[config.mk]
export PLATFORM = sky130hd
export DESIGN_NAME = ball_motion_flat
export DESIGN_NICKNAME = d
export VERILOG_FILES = /design/src/rtl/ball_motion_if.sv /design/src/rtl/ball_motion.sv /design/src/flat_wrapper.sv
export SDC_FILE = /design/constraint.sdc
export NUM_CORES = 1
export LEC_CHECK = 0
export CAP_MARGIN = 10
export CORE_ASPECT_RATIO = 1.1
export CORE_MARGIN = 4
export CORE_UTILIZATION = 45
export DETAILED_ROUTE_END_ITERATION = 10
export PLACE_DENSITY = 0.67
export SETUP_SLACK_MARGIN = 0.4
export SYNTH_ARGS = -nofsm -noshare
export SYNTH_HDL_FRONTEND = slang
export SYNTH_SLANG_ARGS = --single-unit
[constraint.sdc]
create_clock -name clk -period 4.1 [get_ports clk]
set_clock_uncertainty 0.05 [all_clocks]
set_input_delay 0.82 -clock clk [delete_from_list [all_inputs] [get_ports clk]]
set_output_delay 0.82 -clock clk [all_outputs]
set_load 0.01 [all_outputs]
[src/rtl/ball_motion_if.sv]
// Signal bundle between the ball-motion block and its game-side neighbours.
// Strobe semantics: frame_tick and launch are single-cycle pulses that are acted on
// only in the cycle they are high; there is no back-pressure. wall_hit and paddle_hit
// are levels that matter only in a frame_tick cycle. ball_lost is a registered
// one-cycle pulse.
interface ball_motion_if;
    logic       frame_tick;
    logic       launch;
    logic [1:0] wall_hit;
    logic       paddle_hit;
    logic [8:0] ball_x;
    logic [7:0] ball_y;
    logic       dir_x;
    logic       dir_y;
    logic       in_play;
    logic       ball_lost;
    logic [1:0] state_dbg;

    modport master (
        output frame_tick, launch, wall_hit, paddle_hit,
        input  ball_x, ball_y, dir_x, dir_y, in_play, ball_lost, state_dbg
    );

    modport slave (
        input  frame_tick, launch, wall_hit, paddle_hit,
        output ball_x, ball_y, dir_x, dir_y, in_play, ball_lost, state_dbg
    );
endinterface

[src/rtl/ball_motion.sv]
// Ball position/direction owner: launch, per-frame reflect-then-step, loss detection
// and timed respawn. All outputs come straight from registers.
module ball_motion #(
    parameter logic [8:0] X_START     = 9'd160,
    parameter logic [7:0] Y_START     = 8'd120,
    parameter logic [8:0] SPEED_X     = 9'd1,
    parameter logic [7:0] SPEED_Y     = 8'd1,
    parameter logic [8:0] X_MIN       = 9'd8,
    parameter logic [8:0] X_MAX       = 9'd312,
    parameter logic [7:0] Y_MIN       = 8'd8,
    parameter logic [7:0] Y_BOTTOM    = 8'd232,
    parameter logic [7:0] LOST_FRAMES = 8'd60
) (
    input  logic          clk,
    input  logic          reset,
    ball_motion_if.slave  bus
);

    typedef enum logic [1:0] {
        ST_IDLE = 2'd0,
        ST_MOVE = 2'd1,
        ST_LOST = 2'd2
    } state_t;

    state_t     state_q, state_d;
    logic [8:0] x_q, x_d;
    logic [7:0] y_q, y_d;
    logic       dir_x_q, dir_x_d;
    logic       dir_y_q, dir_y_d;
    logic       in_play_q, in_play_d;
    logic       lost_q, lost_d;
    logic [7:0] cnt_q, cnt_d;

    logic       dx_ref, dy_ref;
    logic [9:0] x_wide;
    logic [8:0] x_step;
    logic [8:0] y_wide;
    logic [7:0] y_step;
    logic       y_lost;
    logic [7:0] cnt_inc;

    always_ff @(posedge clk or posedge reset) begin
        if (reset) begin
            state_q   <= ST_IDLE;
            x_q       <= X_START;
            y_q       <= Y_START;
            dir_x_q   <= 1'b1;
            dir_y_q   <= 1'b0;
            in_play_q <= 1'b0;
            lost_q    <= 1'b0;
            cnt_q     <= 8'd0;
        end else begin
            state_q   <= state_d;
            x_q       <= x_d;
            y_q       <= y_d;
            dir_x_q   <= dir_x_d;
            dir_y_q   <= dir_y_d;
            in_play_q <= in_play_d;
            lost_q    <= lost_d;
            cnt_q     <= cnt_d;
        end
    end

    // Reflection sets directions absolutely, so a hit held over several frames is harmless.
    // Steps are computed one bit wider than the position so nothing wraps before clamping.
    always_comb begin
        dx_ref = dir_x_q;
        dy_ref = dir_y_q;
        case (bus.wall_hit)
            2'd1:    dx_ref = 1'b1;
            2'd2:    dy_ref = 1'b1;
            2'd3:    dx_ref = 1'b0;
            default: ;
        endcase
        if (bus.paddle_hit && dir_y_q)
            dy_ref = 1'b0;

        if (dx_ref)
            x_wide = {1'b0, x_q} + {1'b0, SPEED_X};
        else if (x_q >= SPEED_X)
            x_wide = {1'b0, x_q - SPEED_X};
        else
            x_wide = 10'd0;

        if (x_wide < {1'b0, X_MIN})
            x_step = X_MIN;
        else if (x_wide > {1'b0, X_MAX})
            x_step = X_MAX;
        else
            x_step = x_wide[8:0];

        if (dy_ref)
            y_wide = {1'b0, y_q} + {1'b0, SPEED_Y};
        else if (y_q >= SPEED_Y)
            y_wide = {1'b0, y_q - SPEED_Y};
        else
            y_wide = 9'd0;

        y_lost = dy_ref && (y_wide >= {1'b0, Y_BOTTOM});
        if (y_lost)
            y_step = Y_BOTTOM;
        else if (y_wide < {1'b0, Y_MIN})
            y_step = Y_MIN;
        else
            y_step = y_wide[7:0];

        cnt_inc = cnt_q + 8'd1;
    end

    always_comb begin
        state_d = state_q;
        x_d     = x_q;
        y_d     = y_q;
        dir_x_d = dir_x_q;
        dir_y_d = dir_y_q;
        lost_d  = 1'b0;
        cnt_d   = cnt_q;

        case (state_q)
            ST_IDLE: begin
                if (bus.launch) begin
                    state_d = ST_MOVE;
                    dir_x_d = 1'b1;
                    dir_y_d = 1'b0;
                end
            end
            ST_MOVE: begin
                if (bus.frame_tick) begin
                    dir_x_d = dx_ref;
                    dir_y_d = dy_ref;
                    x_d     = x_step;
                    y_d     = y_step;
                    if (y_lost) begin
                        state_d = ST_LOST;
                        lost_d  = 1'b1;
                    end
                end
            end
            ST_LOST: begin
                if (bus.frame_tick) begin
                    if (cnt_inc == LOST_FRAMES) begin
                        cnt_d   = 8'd0;
                        x_d     = X_START;
                        y_d     = Y_START;
                        dir_x_d = 1'b1;
                        dir_y_d = 1'b0;
                        state_d = ST_IDLE;
                    end else begin
                        cnt_d = cnt_inc;
                    end
                end
            end
            default: state_d = ST_IDLE;
        endcase

        in_play_d = (state_d == ST_MOVE);
    end

    always_comb begin
        bus.ball_x    = x_q;
        bus.ball_y    = y_q;
        bus.dir_x     = dir_x_q;
        bus.dir_y     = dir_y_q;
        bus.in_play   = in_play_q;
        bus.ball_lost = lost_q;
        bus.state_dbg = state_q;
    end

endmodule

[src/flat_wrapper.sv]
// flat-port wrapper written by rule: the top's interface ports become plain ports
module ball_motion_flat 
#(
    parameter logic [8:0] X_START     = 9'd160,
    parameter logic [7:0] Y_START     = 8'd120,
    parameter logic [8:0] SPEED_X     = 9'd1,
    parameter logic [7:0] SPEED_Y     = 8'd1,
    parameter logic [8:0] X_MIN       = 9'd8,
    parameter logic [8:0] X_MAX       = 9'd312,
    parameter logic [7:0] Y_MIN       = 8'd8,
    parameter logic [7:0] Y_BOTTOM    = 8'd232,
    parameter logic [7:0] LOST_FRAMES = 8'd60
)
  (clk, reset, bus_frame_tick, bus_launch, bus_wall_hit, bus_paddle_hit, bus_ball_x, bus_ball_y, bus_dir_x, bus_dir_y, bus_in_play, bus_ball_lost, bus_state_dbg);
  ball_motion_if bus_i ();
  input  logic clk;
  input  logic reset;
  input wire logic [$bits(bus_i.frame_tick)-1:0] bus_frame_tick;
  input wire logic [$bits(bus_i.launch)-1:0] bus_launch;
  input wire logic [$bits(bus_i.wall_hit)-1:0] bus_wall_hit;
  input wire logic [$bits(bus_i.paddle_hit)-1:0] bus_paddle_hit;
  output wire logic [$bits(bus_i.ball_x)-1:0] bus_ball_x;
  output wire logic [$bits(bus_i.ball_y)-1:0] bus_ball_y;
  output wire logic [$bits(bus_i.dir_x)-1:0] bus_dir_x;
  output wire logic [$bits(bus_i.dir_y)-1:0] bus_dir_y;
  output wire logic [$bits(bus_i.in_play)-1:0] bus_in_play;
  output wire logic [$bits(bus_i.ball_lost)-1:0] bus_ball_lost;
  output wire logic [$bits(bus_i.state_dbg)-1:0] bus_state_dbg;
  assign bus_i.frame_tick = bus_frame_tick;
  assign bus_i.launch = bus_launch;
  assign bus_i.wall_hit = bus_wall_hit;
  assign bus_i.paddle_hit = bus_paddle_hit;
  assign bus_ball_x = bus_i.ball_x;
  assign bus_ball_y = bus_i.ball_y;
  assign bus_dir_x = bus_i.dir_x;
  assign bus_dir_y = bus_i.dir_y;
  assign bus_in_play = bus_i.in_play;
  assign bus_ball_lost = bus_i.ball_lost;
  assign bus_state_dbg = bus_i.state_dbg;
  ball_motion #(.X_START(X_START), .Y_START(Y_START), .SPEED_X(SPEED_X), .SPEED_Y(SPEED_Y), .X_MIN(X_MIN), .X_MAX(X_MAX), .Y_MIN(Y_MIN), .Y_BOTTOM(Y_BOTTOM), .LOST_FRAMES(LOST_FRAMES)) u_core (.clk(clk), .reset(reset), .bus(bus_i));
endmodule
# ---- After elaboration in Yosys (flattened, before gate mapping)
# Index checks and enable logic that the tools add are counted.
dict set report totals {
  ff_bits 31
  inputBits 7
  out_inout_bits 23
  elab_cells 77
}
dict set report classes {
  n_addsub 5
  n_lt_le_gt_ge 6
  n_eq_ne 11
  n_mux 39
  reduce_logical 8
}
# op count
set ops {}
lappend ops {{two-way mux 9 bit} 7}
lappend ops {{two-way mux 8 bit} 7}
lappend ops {{case mux 9 bit (2 select lines)} 1}
lappend ops {{case mux 8 bit (2 select lines)} 1}
lappend ops {{two-way mux 1 bit} 13}
lappend ops {{adder 9 x 1 -> 10 bit (second input constant)} 1}
lappend ops {{greater-than comparator 10 x 9 -> 1 bit (second input constant)} 1}
lappend ops {{less-than comparator 10 x 4 -> 1 bit (second input constant)} 1}
lappend ops {{two-way mux 10 bit} 1}
lappend ops {{two-way mux 2 bit} 5}
lappend ops {{adder 8 x 1 -> 9 bit (second input constant)} 1}
lappend ops {{>= comparator 9 x 1 -> 1 bit (second input constant)} 1}
lappend ops {{>= comparator 9 x 8 -> 1 bit (second input constant)} 1}
lappend ops {{less-than comparator 9 x 4 -> 1 bit (second input constant)} 1}
lappend ops {{subtractor 9 x 1 -> 9 bit (second input constant)} 1}
lappend ops {{adder 8 x 1 -> 8 bit (second input constant)} 1}
lappend ops {{== test 8 x 6 -> 1 bit (second input constant)} 1}
lappend ops {{>= comparator 8 x 1 -> 1 bit (second input constant)} 1}
lappend ops {{subtractor 8 x 1 -> 8 bit (second input constant)} 1}
lappend ops {{== test 2 x 1 -> 1 bit (second input constant)} 3}
lappend ops {{== test 2 bit (second input constant)} 3}
lappend ops {{inequality test 2 bit (second input constant)} 3}
lappend ops {{case mux 1 bit (3 select lines)} 2}
lappend ops {{case mux 2 bit (3 select lines)} 1}
lappend ops {{9 further kinds} 10}

# ---- Longest topological paths before layout
dict set report depth {
  ltp_word 10
  mapped_depth 12
}

# ---- Worst setup path after synthesis
# OpenSTA, ideal clock, no wires.
dict set report synth_path {
  kind {reg-to-reg}
  startpoint {register u_core.x_q[0] (netlist: u_core.bus.ball_x[0])}
  endpoint {register u_core.x_q[7] (netlist: u_core.bus.ball_x[7])}
  setup_ns 0.063
  arrival_ns 2.897
  setup_slack_ns 1.090
  path_stages_with_launch 11
  period_less_slack_ns 3.010
  path_cell_list {dfrtp_1 > buf_1 > inv_1 > ha_1 > buf_2 > or4b_4 > or4_4 > a221o_1 > and3_4 > a22oi_4 > o221a_1}
}
dict set report synth_between {
  elab_chain_cells 8
}
# element line
set synth_rtl {}
lappend synth_rtl {{start, declared} ball_motion.sv:26} ;# logic [8:0] x_q, x_d;
lappend synth_rtl {{start signal, assigned} ball_motion.sv:45} ;# x_q <= X_START;
lappend synth_rtl {{start signal, assigned} ball_motion.sv:54} ;# x_q <= x_d;
lappend synth_rtl {{subtractor 9 x 1 -> 9 bit or >= comparator 9 x 1 -> 1 bit (tied branches)} {ball_motion.sv:81, ball_motion.sv:80}}
lappend synth_rtl {{two-way mux 9 bit} ball_motion.sv:80} ;# else if (x_q >= SPEED_X)
lappend synth_rtl {{two-way mux 10 bit *} ball_motion.sv:78} ;# if (dx_ref)
lappend synth_rtl {{greater-than comparator 10 x 9 -> 1 bit} ball_motion.sv:87} ;# else if (x_wide > {1'b0, X_MAX})
lappend synth_rtl {{two-way mux 9 bit} ball_motion.sv:87}
lappend synth_rtl {{two-way mux 9 bit *} ball_motion.sv:85} ;# if (x_wide < {1'b0, X_MIN})
lappend synth_rtl {{two-way mux 9 bit *} ball_motion.sv:128} ;# if (bus.frame_tick) begin
lappend synth_rtl {{case mux 9 bit (2 select lines) *} ball_motion.sv:119} ;# case (state_q)
# Every way passes the cells marked *; elsewhere a longest branch is shown, timed or not. The select of a mux whose other input is x is not followed.
# A chain may end at the register's enable or synchronous reset.

# ---- Worst setup path after layout
dict set report layout_path {
  startpoint {input port bus_wall_hit[0]}
  endpoint {register u_core.y_q[0] (netlist: u_core.bus.ball_y[0])}
}
dict set report layout_between {
  elab_chain_cells 9
}
# element line
set layout_rtl {}
lappend layout_rtl {{start, declared} flat_wrapper.sv:20} ;# input wire logic [$bits(bus_i.wall_hit)-1:0] bus_wall_hit;
lappend layout_rtl {{== test 2 bit *} ball_motion.sv:69} ;# case (bus.wall_hit)
lappend layout_rtl {{two-way mux 1 bit *} ball_motion.sv:69}
lappend layout_rtl {{two-way mux 1 bit *} ball_motion.sv:75} ;# if (bus.paddle_hit && dir_y_q)
lappend layout_rtl {{two-way mux 9 bit} ball_motion.sv:92} ;# if (dy_ref)
lappend layout_rtl {{less-than comparator 9 x 4 -> 1 bit or >= comparator 9 x 8 -> 1 bit (tied branches)} {ball_motion.sv:102, ball_motion.sv:99}}
lappend layout_rtl {{two-way mux 8 bit or logical AND 1 bit (tied branches)} {ball_motion.sv:102, ball_motion.sv:99}}
lappend layout_rtl {{two-way mux 8 bit *} ball_motion.sv:100} ;# if (y_lost)
lappend layout_rtl {{two-way mux 8 bit *} ball_motion.sv:128}
lappend layout_rtl {{case mux 8 bit (2 select lines) *} ball_motion.sv:119}
lappend layout_rtl {{end signal, assigned} ball_motion.sv:55} ;# y_q <= y_d;
lappend layout_rtl {{end, declared} ball_motion.sv:27} ;# logic [7:0] y_q, y_d;
# Marked as above.

==> results.md <==
* CTS tree: built
* CTS Buffer Depth at 2
* Post-synthesis sequential area ratio at 32.34%
* Hold buffers post-CTS at 0
* Final setup TNS at 0 ps
* Worst Path Max Fanout at 5
* Clk sink count at 31
* Place WS at 736.5 ps
* Die height at 85.01 um
* Synth top cells by count: nand2_1, dfrtp_1, nor2_1, o21ai_0, nand3_1
* Minimum clock period after layout at 3127 ps
* Unrepaired setup endpoints after global routing: false
* Number of port buffers at 29
* Ys flop type: dfrtp_1
* CP max stage cell: or3b_2
* Syn Nets at 309
* Initial antenna violation count at 0
* Via count of the routed design at 2345
* CP required at 4210 ps
* Lkg Pwr at 1.180 nW
* Synthesized area at 0.002426 mm2
* Post-synthesis compound-gate area fraction at 25.94%
* Post-synth top area cell: dfrtp_1
* Drt pass-1 iters at 4
* Num CTS Buffers at 5
* Max Cap Violations at 0
* Most used cell along the critical path: o221ai_1
* GRT overflow at 0
* Slew Viols, Final at 0
* Worst hold margin at 430.7 ps
* Actual slew at the worst max-slew pin at 669.2 ps
* Post-synth top area share at 24.76%
* Crit start category: primary input
* Largest family of logic cells by synthesized area: simple AND/OR/NAND/NOR gates
* Worst IR Drop VDD at 313.9 uV
* Critical path type: in2reg
* Vias per std cell at 5.982
* Core box area at 0.005101 mm2
* Synth top area cells: dfrtp_1, dfstp_2, nand2_1
* Share of cells above drive strength 1 at 11.25%
* Fin nets at 333
* Mux contribution to synthesized area at 1.805%
* Number of synthesized register bits at 31
* Hold Crit Class: reg2reg
* Post-route insts no fill at 392
* Clock transition at path regs at 80 ps
* Adder-cell share of the synthesized area at 3.610%
* Die area at 0.006632 mm2
* Post-route DRC at 0
* H-tree Lvls at 2
* Setup violators final at 0
* Starting Density at 47.56%
* Layout area overhead at 18.21%
* Critical Path AT at 3240 ps
* DRT iter0 DRCs at 181
* EDFF count, synth at 0
* Yosys warns at 0
* Fraction of registers with async set/reset at 100.0%
* Mean routed wirelength per cell at 15.85 um
* Simple-gate share of the synthesized area at 28.83%
* Routability Congestion at 0.9227
* Netlist cell types at 67
* ANT nets after route at 0
* Number of diodes at 0
* Post_cts resized at 0
* Placed Cells at 384
* Worst-Skew Late Latency at 290 ps
* Relative slew slack at 55.02%
* Hpwl dp at 4513 um
* Synthesized netlist cell count at 295
* Clock Tree Root: clkbuf_8
* Die Span X at 78.01 um
* Final hold violations at 0
* Final Cycle Share at 76.27%
* Pin count of the biggest net entering global routing at 32
* Setup ws final at 973.0 ps
* XOR/XNOR Fraction of Synth Area at 2.888%
* Total Routing Usage GR at 19.60%
* First-pass GRT wire length at 10580 um
* # fillers at 490
* Max incr delay on CP at 530 ps
* # IOs at 30
* Critical path, cell by cell: clkdlybuf4s50_1, or3b_2, a21o_1, o221ai_1, o221ai_1, o41ai_1, nor2_1, mux2_2
* Most common cell in the netlist: nand2_1
* Vias in the first global route at 2231
* Post-CTS Setup Inserts at 0
* Status: finished clean
* Site Rows at 27
* CP Capture Type: register
* Fmax at 319.8 MHz
* Avg Inst Size Synth at 8.224 um2
* PD cells at 708.9 mW/mm2
* Post-Route WL at 6215 um
==> layout make-up <==
class                           instances  area (um2)  share of cell area, %
Multi-Input combinational cell        238        1530                  53.36
Sequential cell                        31       784.5                  27.36
Timing Repair Buffer                   31       305.3                  10.65
Tap cell                               72       90.09                  3.141
Clock buffer                            5       68.82                  2.400
Inverter                               12       45.04                  1.571
Clock inverter                          3       43.79                  1.527
==> per-stage QoR <==
step | total power, mW | utilization, % | instance area [um2]
final | 2.033 | 56.22 | 2868
after global routing | 2.200 | 56.22 | 2868
after CTS | 2.031 | 56.22 | 2868
after detailed placement | 1.720 | 54.01 | 2755
after global placement | 1.715 | 54.01 | 2755
after floorplan | 1.353 | - | 2426
==> final timing paths <==
check	from	end	slack (ps)	cells past startpoint
setup / recovery	bus_wall_hit[0]	u_core.bus.ball_y[0]$_DFFE_PP0P_	970	8
hold / removal	u_core.cnt_q[7]$_DFFE_PP0P_	u_core.cnt_q[7]$_DFFE_PP0P_	430	1
setup reg to reg	u_core.bus.ball_x[1]$_DFFE_PP0P_	u_core.bus.ball_x[2]$_DFFE_PP0P_	1000	9
hold reg to reg	u_core.cnt_q[7]$_DFFE_PP0P_	u_core.cnt_q[7]$_DFFE_PP0P_	430	1
max in group asynchronous	reset	u_core.bus.ball_y[3]$_DFFE_PP1P_	2790	3
min in group asynchronous	reset	u_core.cnt_q[3]$_DFFE_PP0P_	870	3
==> state kept, by name, summed over array words and instances, names as in the netlist <==
| register | flops |
|---|---|
| u_core.bus.dir_x | 1 |
| u_core.bus.state_dbg | 2 |
| u_core.bus.ball_lost | 1 |
| u_core.bus.ball_y | 8 |
| u_core.bus.dir_y | 1 |
| u_core.bus.ball_x | 9 |
| u_core.cnt_q | 8 |
| u_core.bus.in_play | 1 |
==> cells in the final DEF, fill, tap and decap left out, types with 4 or more instances in the layout <==
cell type / n
clkbuf_8: 5
xnor2_1: 7
nor2b_1: 7
o22ai_1: 6
clkdlybuf4s50_1: 29
a21oi_1: 13
dfstp_2: 7
nand3_1: 15
dfrtp_1: 24
and3_1: 4
nand4_1: 8
a22o_1: 5
a21o_1: 4
inv_1: 12
nor3_1: 9
nor2_1: 24
nand2_1: 34
ha_1: 7
o21ai_0: 22
==> worst max-delay path: cells and delay by family <==
family                 cells  cell delay (ps)
AND/OR/NAND/NOR            2              680
buffers and inverters      1              470
AO/OA/AOI/OAI              4              980
multiplexers               1              290
==> power by group <==
part,leakage (nW),total [mW],internal [mW],switching (mW)
clock,0.0581,0.303,0.181,0.122
combinational,0.740,1.08,0.517,0.565
sequential,0.382,0.648,0.423,0.224
total,1.18,2.03,1.12,0.911
==> cell families (layout without fill, tap and decap cells) <==
family | after synthesis | after routing
and+or+nand+nor | 131 | 131
AOI/OAI and AO/OA | 88 | 88
DFF | 31 | 31
buffers and inverters | 26 | 51
xor gates and xnor gates | 8 | 8
adders and majority gates | 7 | 7
muxes | 4 | 4
==> per-layer routing <==
metal,up-vias,track usage [%],part of all wire (%)
met1,1120,25.20,45
met2,65,32.79,49
met4,0,7.949,1.6
met5,-,0,0
li1,1152,-,-
met3,8,3.079,3.9
No activity file was read; power rests on OpenSTA's default activity.
